[config.mk]
export PLATFORM = sky130hd
export DESIGN_NAME = access_arbiter
export DESIGN_NICKNAME = d
export VERILOG_FILES = /design/src/rtl/access_arbiter.sv
export SDC_FILE = /design/constraint.sdc
export NUM_CORES = 1
export LEC_CHECK = 0
export BUFFER_PORTS_ARGS = -buffer_cell sky130_fd_sc_hd__buf_2
export CORE_MARGIN = 2
export CORE_UTILIZATION = 45
export CTS_CLUSTER_SIZE = 8
export DETAILED_ROUTE_END_ITERATION = 12
export PLACE_DENSITY = 0.74
export SLEW_MARGIN = 10
export SYNTH_ARGS = -nofsm -noshare
export SYNTH_HDL_FRONTEND = slang
export SYNTH_SLANG_ARGS = --single-unit
[constraint.sdc]
create_clock -name clk -period 3.3 [get_ports clk]
set_input_delay 0.495 -clock clk [delete_from_list [all_inputs] [get_ports clk]]
set_output_delay 0.495 -clock clk [all_outputs]
set_load 0.01 [all_outputs]
[src/rtl/access_arbiter.sv]
// access_arbiter: two-port resource arbiter with profile-based priority,
// bounded grant length (HOLD_MAX) and a forced idle gap (GAP_CYC) between grants.
// Optional feature macro: ACCESS_ARBITER_FAIR_RR_EN
//   defined   -> profile ties go to the port that was not served last (round-robin)
//   undefined -> profile ties always go to IE01
module access_arbiter #(
  parameter int HOLD_MAX = 15,  // 1..255
  parameter int GAP_CYC  = 1    // 1..15
) (
  input  logic       clk,
  input  logic       reset,
  input  logic       REQ_IE01,
  input  logic       REQ_IE02,
  input  logic [1:0] PERF_IE01,
  input  logic [1:0] PERF_IE02,
  input  logic       RELEASE,
  output logic       GNT_IE01,
  output logic       GNT_IE02,
  output logic       BUSY,
  output logic       TIMEOUT
);

  typedef enum logic [1:0] {
    S_IDLE = 2'd0,
    S_GNT1 = 2'd1,
    S_GNT2 = 2'd2,
    S_GAP  = 2'd3
  } state_t;

  localparam logic [7:0] HOLD_MAX_C = 8'(HOLD_MAX);
  localparam logic [3:0] GAP_CYC_C  = 4'(GAP_CYC);

  // last_served encoding: 0 = IE01, 1 = IE02
  localparam logic LS_IE01 = 1'b0;
  localparam logic LS_IE02 = 1'b1;

  state_t     state_q, state_d;
  logic [7:0] hold_q, hold_d;
  logic [3:0] gap_q, gap_d;
  logic       last_q, last_d;
  logic       timeout_d;
  logic       gnt1_q, gnt2_q, busy_q, timeout_q;

  logic       pick2_s;       // winner when both requests are high: 1 = IE02
  logic       holder_req_s;  // request line of the port currently holding the grant

  // Tie-break decision for simultaneous requests, based on the priority profiles.
  always_comb begin
    pick2_s = 1'b0;
    if (PERF_IE02 > PERF_IE01) begin
      pick2_s = 1'b1;
    end else if (PERF_IE01 > PERF_IE02) begin
      pick2_s = 1'b0;
    end else begin
`ifdef ACCESS_ARBITER_FAIR_RR_EN
      // Round-robin: serve the port that was not granted most recently.
      pick2_s = (last_q == LS_IE02) ? 1'b0 : 1'b1;
`else
      pick2_s = 1'b0;
`endif
    end
  end

  // Select the request line belonging to the current holder.
  always_comb begin
    holder_req_s = 1'b0;
    case (state_q)
      S_GNT1:  holder_req_s = REQ_IE01;
      S_GNT2:  holder_req_s = REQ_IE02;
      default: holder_req_s = 1'b0;
    endcase
  end

  // Next-state logic for the FSM, hold/gap counters, last_served and TIMEOUT.
  always_comb begin
    state_d   = state_q;
    hold_d    = hold_q;
    gap_d     = gap_q;
    last_d    = last_q;
    timeout_d = 1'b0;
    case (state_q)
      S_IDLE: begin
        if (REQ_IE01 && REQ_IE02) begin
          hold_d = 8'd1;
          if (pick2_s) begin
            state_d = S_GNT2;
            last_d  = LS_IE02;
          end else begin
            state_d = S_GNT1;
            last_d  = LS_IE01;
          end
        end else if (REQ_IE01) begin
          state_d = S_GNT1;
          last_d  = LS_IE01;
          hold_d  = 8'd1;
        end else if (REQ_IE02) begin
          state_d = S_GNT2;
          last_d  = LS_IE02;
          hold_d  = 8'd1;
        end else begin
          state_d = S_IDLE;
        end
      end
      S_GNT1, S_GNT2: begin
        if (RELEASE || !holder_req_s) begin
          // Normal end, including RELEASE coinciding with the hold limit.
          state_d = S_GAP;
          gap_d   = 4'd1;
        end else if (hold_q >= HOLD_MAX_C) begin
          // Holder still wants the resource: forced end.
          state_d   = S_GAP;
          gap_d     = 4'd1;
          timeout_d = 1'b1;
        end else begin
          hold_d = hold_q + 8'd1;
        end
      end
      S_GAP: begin
        // Requests are deliberately not looked at here.
        if (gap_q >= GAP_CYC_C) begin
          state_d = S_IDLE;
          gap_d   = 4'd0;
        end else begin
          gap_d = gap_q + 4'd1;
        end
      end
      default: begin
        state_d = S_IDLE;
      end
    endcase
  end

  // State, counters and registered outputs; reset aborts any grant or gap at once.
  always_ff @(posedge clk) begin
    if (reset) begin
      state_q   <= S_IDLE;
      hold_q    <= 8'd0;
      gap_q     <= 4'd0;
      last_q    <= LS_IE02;
      gnt1_q    <= 1'b0;
      gnt2_q    <= 1'b0;
      busy_q    <= 1'b0;
      timeout_q <= 1'b0;
    end else begin
      state_q   <= state_d;
      hold_q    <= hold_d;
      gap_q     <= gap_d;
      last_q    <= last_d;
      gnt1_q    <= (state_d == S_GNT1);
      gnt2_q    <= (state_d == S_GNT2);
      busy_q    <= (state_d != S_IDLE);
      timeout_q <= timeout_d;
    end
  end

  assign GNT_IE01 = gnt1_q;
  assign GNT_IE02 = gnt2_q;
  assign BUSY     = busy_q;
  assign TIMEOUT  = timeout_q;

endmodule

==> impl_results.md <==
- Final wirelength: 1676 um
- Largest family of logic cells by synthesized area: compound AO/OA/AOI/OAI gates
- VDD IR max: 0.2492 mV
- Min-Delay Startpoint: hold_q[4]
- Fmax: 507.1 MHz
- Cts bufs inserted: 3
- Routed Antenna Nets: 0
- CTS Hold Buffers Added: 0
- Kind of critical path: register to register
- Commonest non-fill, non-tap cell in the layout: dfxtp_1
- CORE AREA: between 0.0015 and 0.002 mm2
- Crit path max-delay cell type: or4b_4
- Final max-slew violation count: 0
- Placed inst area: 0.001039 mm2
- Crit path capture type: register
- CTS clk-pin slew, worst paths: ~0.1 ns
- Die span in x: ~50 um
- Avg Synthesized Cell Area: between 9 and 10 um2
- Global-route wire length before repair: slightly below 3000 um
- Clock latency on the worst-skew pair: 0.29 ns
- Hold Vio Cnt, Final: 0
- Slew margin rel.: 74.32%
- Setup repair after global routing missed its margin: false
- Least-Margin Pin Slew: 0.3853 ns
- First-pass DRT Iterations: 5
- HPWL after DPL: between 1000 and 1500 um
- Complex-gate fraction of the synthesized area: 22.60%
- Tot GR Track Use: 15.38%
- Most frequent cells in the layout: 18 x dfxtp_1, 12 x buf_2, 10 x ha_1, 9 x nor2_1, 9 x a21oi_1
- Routability cong.: 0.8103
- Simple-gate share of the synthesized area: 20.89%
- Worst hold slack: around 0.46 ns
- CP Launch Type: register
- MaxCap Viol Count: 0
- Initial antenna violation count: 0
- Post-synth EDFFs: 0
- Hold Crit Class: register to register
- Power density cells: 431.9 mW/mm2
- Via count: roughly 770
- Critical Path Max Stage Delay: about 0.52 ns
- XOR/XNOR share of the synthesized area: less than 1%
- Sequential fraction of the synthesis area: 37.84%
- H-tree levels: 1
- Vias in the first global route: around 710
- Avg WL per Cell: 11.72 um
- Tmin final: ~2 ns
- #FFs+latches synth: 18
- CTS tree: yes
- Cell area after synthesis: 952.2 um2
- R2R cell count: 7
- Remaining global-route overflow: 0
- Die Area: between 0.002 and 0.003 mm2
- Period utilisation layout: 59.76%
- CP Max Fanout: 3
- RR Startpoint: gap_q[1]
- Data required time of the worst path: between 3 and 4 ns
- Outcome: completed
- Crit-path cells: inv_1 -> ha_1 -> or4b_4 -> o31ai_4 -> a31oi_1 -> a211oi_1 -> and2_1
- # IOs: 13
- Worst R2R End: GNT_IE01
- DR vias/cell: 5.378
- Post-cts resize count: 0
- Layout cell share with drive strength beyond 1: 20.69%
- Leak Pwr: 0.4345 nW
- Final core utilization: 53.54%
- Hold endpoint: hold_q[4]
- Post-synthesis mux area share: 1.051%
- R2R Setup Slk: around 1.3 ns
- Setup TNS: 0 ns
- Post-CTS Setup Inserts: 0
- Synth Area in Adders: around an eighth
- Drt initial violations: 15
- Hold Path Stages: 2
- Most used DFF post-synth: dfxtp_1
- NumNets Final: between 100 and 150
- Final Instance Count excl. Fillers: between 100 and 150
- Filler cell count: 188
- CP bufs+invs: 1
- FP Rows: 16
- Ys Warns: 0
- Die Y: ~50 um
- Clock buffer depth: 2
- Asr flop ratio synth: 0%
- Root cell of the clock tree: clkbuf_4
- Crit path max-delay family: simple AND/OR/NAND/NOR gates
- Mapped Cells: just over 100
- Drt drc: 0
- Num Clock Sinks: 18
- Port Buffers: 12
- Synth-to-Final Area Change: 11.43%
- Arrival time worst endpoint: 2.22 ns
- Library cells used by synthesis: 33
- Largest net degree at the start of global routing: 15
- Starting Density: 48.04%
- Synthesized Nets: 122
- Clock Skew: about 0.0085 ns
- Fin area: 0.001061 mm2
- Placed cell count: 140
- # setup viols final: 0
- Antenna diodes: 0
state kept, by name (all words and copies together), names as in the netlist:
| name | flops |
|---|---|
| hold_q | 8 |
| gap_q | 4 |
| state_q | 2 |
| BUSY | 1 |
| GNT_IE01 | 1 |
| GNT_IE02 | 1 |
| TIMEOUT | 1 |
logic make-up after synthesis:
kind of cell               Yosys count
xor gates and xnor gates             1
DFF                                 18
buffers and inverters                9
AOI/OAI and AO/OA                   29
adders and majority gates           10
and+or+nand+nor                     35
muxes                                1
stage by stage:
stage,power [mW],worst slack (ns)
global placement,0.3533,1.418
global route,0.4864,1.174
floorplan,0.3273,1.460
CTS,0.4620,1.351
finish,0.4582,1.328
detailed placement,0.3571,1.386
layer usage:
layer / part of all wire (%) / GRT usage (%) / wire length (um) / up-vias
met1: 45 / 18.84 / 762 / 346
met5: 0 / 0 / 0 / -
met4: 1.3 / 2.778 / 21 / 0
met3: 5.3 / 5.758 / 88 / 6
met2: 48 / 25.66 / 805 / 20
li1: - / - / - / 397
worst max-delay path by stage:
stage / cells past startpoint / end / slack (ns) / startpoint
floorplan: 8 / hold_q[3] / 1.46 / state_q[0]
global placement: 8 / GNT_IE01 / 1.42 / PERF_IE01[1]
detailed placement: 7 / hold_q[3] / 1.39 / state_q[1]
CTS: 7 / hold_q[3] / 1.35 / state_q[1]
global route: 7 / hold_q[3] / 1.17 / state_q[1]
finish: 7 / GNT_IE01 / 1.33 / gap_q[1]
synth_stat cells (2+ instances only):
library cell / count / area (um2)
a211oi_1: 2 / 15.01
a21bo_2: 2 / 20.02
a21oi_1: 9 / 45.04
a31oi_1: 3 / 18.77
and2_1: 3 / 18.77
clkbuf_1: 2 / 7.510
dfxtp_1: 18 / 360.4
ha_1: 10 / 125.1
inv_1: 7 / 26.28
nand2_1: 5 / 18.77
nand2b_1: 2 / 12.51
nand3_1: 2 / 10.01
nand4_1: 2 / 12.51
nor2_1: 9 / 33.78
nor3b_1: 2 / 15.01
o211ai_1: 2 / 15.01
o21ai_0: 6 / 30.03
or3_1: 2 / 12.51
area by class of cell:
class | instances | area [um2] | share of cell area (%)
Multi-Input combinational cell | 76 | 558.0 | 52.59
Sequential cell | 18 | 360.3 | 33.96
Timing Repair Buffer | 12 | 60.06 | 5.660
Tap cell | 27 | 33.78 | 3.184
Inverter | 7 | 26.28 | 2.476
Clock buffer | 3 | 22.52 | 2.123
report_power, final:
group	switching, mW	total (mW)	leakage, nW	internal (mW)
registers	0.00998	0.239	0.146	0.229
logic	0.0671	0.114	0.274	0.0467
clock network	0.0633	0.106	0.0138	0.0425
worst min-delay path, delay by kind of cell, from the launching register on:
| kind | cells | cell delay [ns] |
|---|---|---|
| AO/OA/AOI/OAI | 1 | 0.04 |
| AND/OR/NAND/NOR | 1 | 0.06 |
| flip-flops | 1 | 0.33 |
Note: power is estimated with default switching activity, not from simulation.
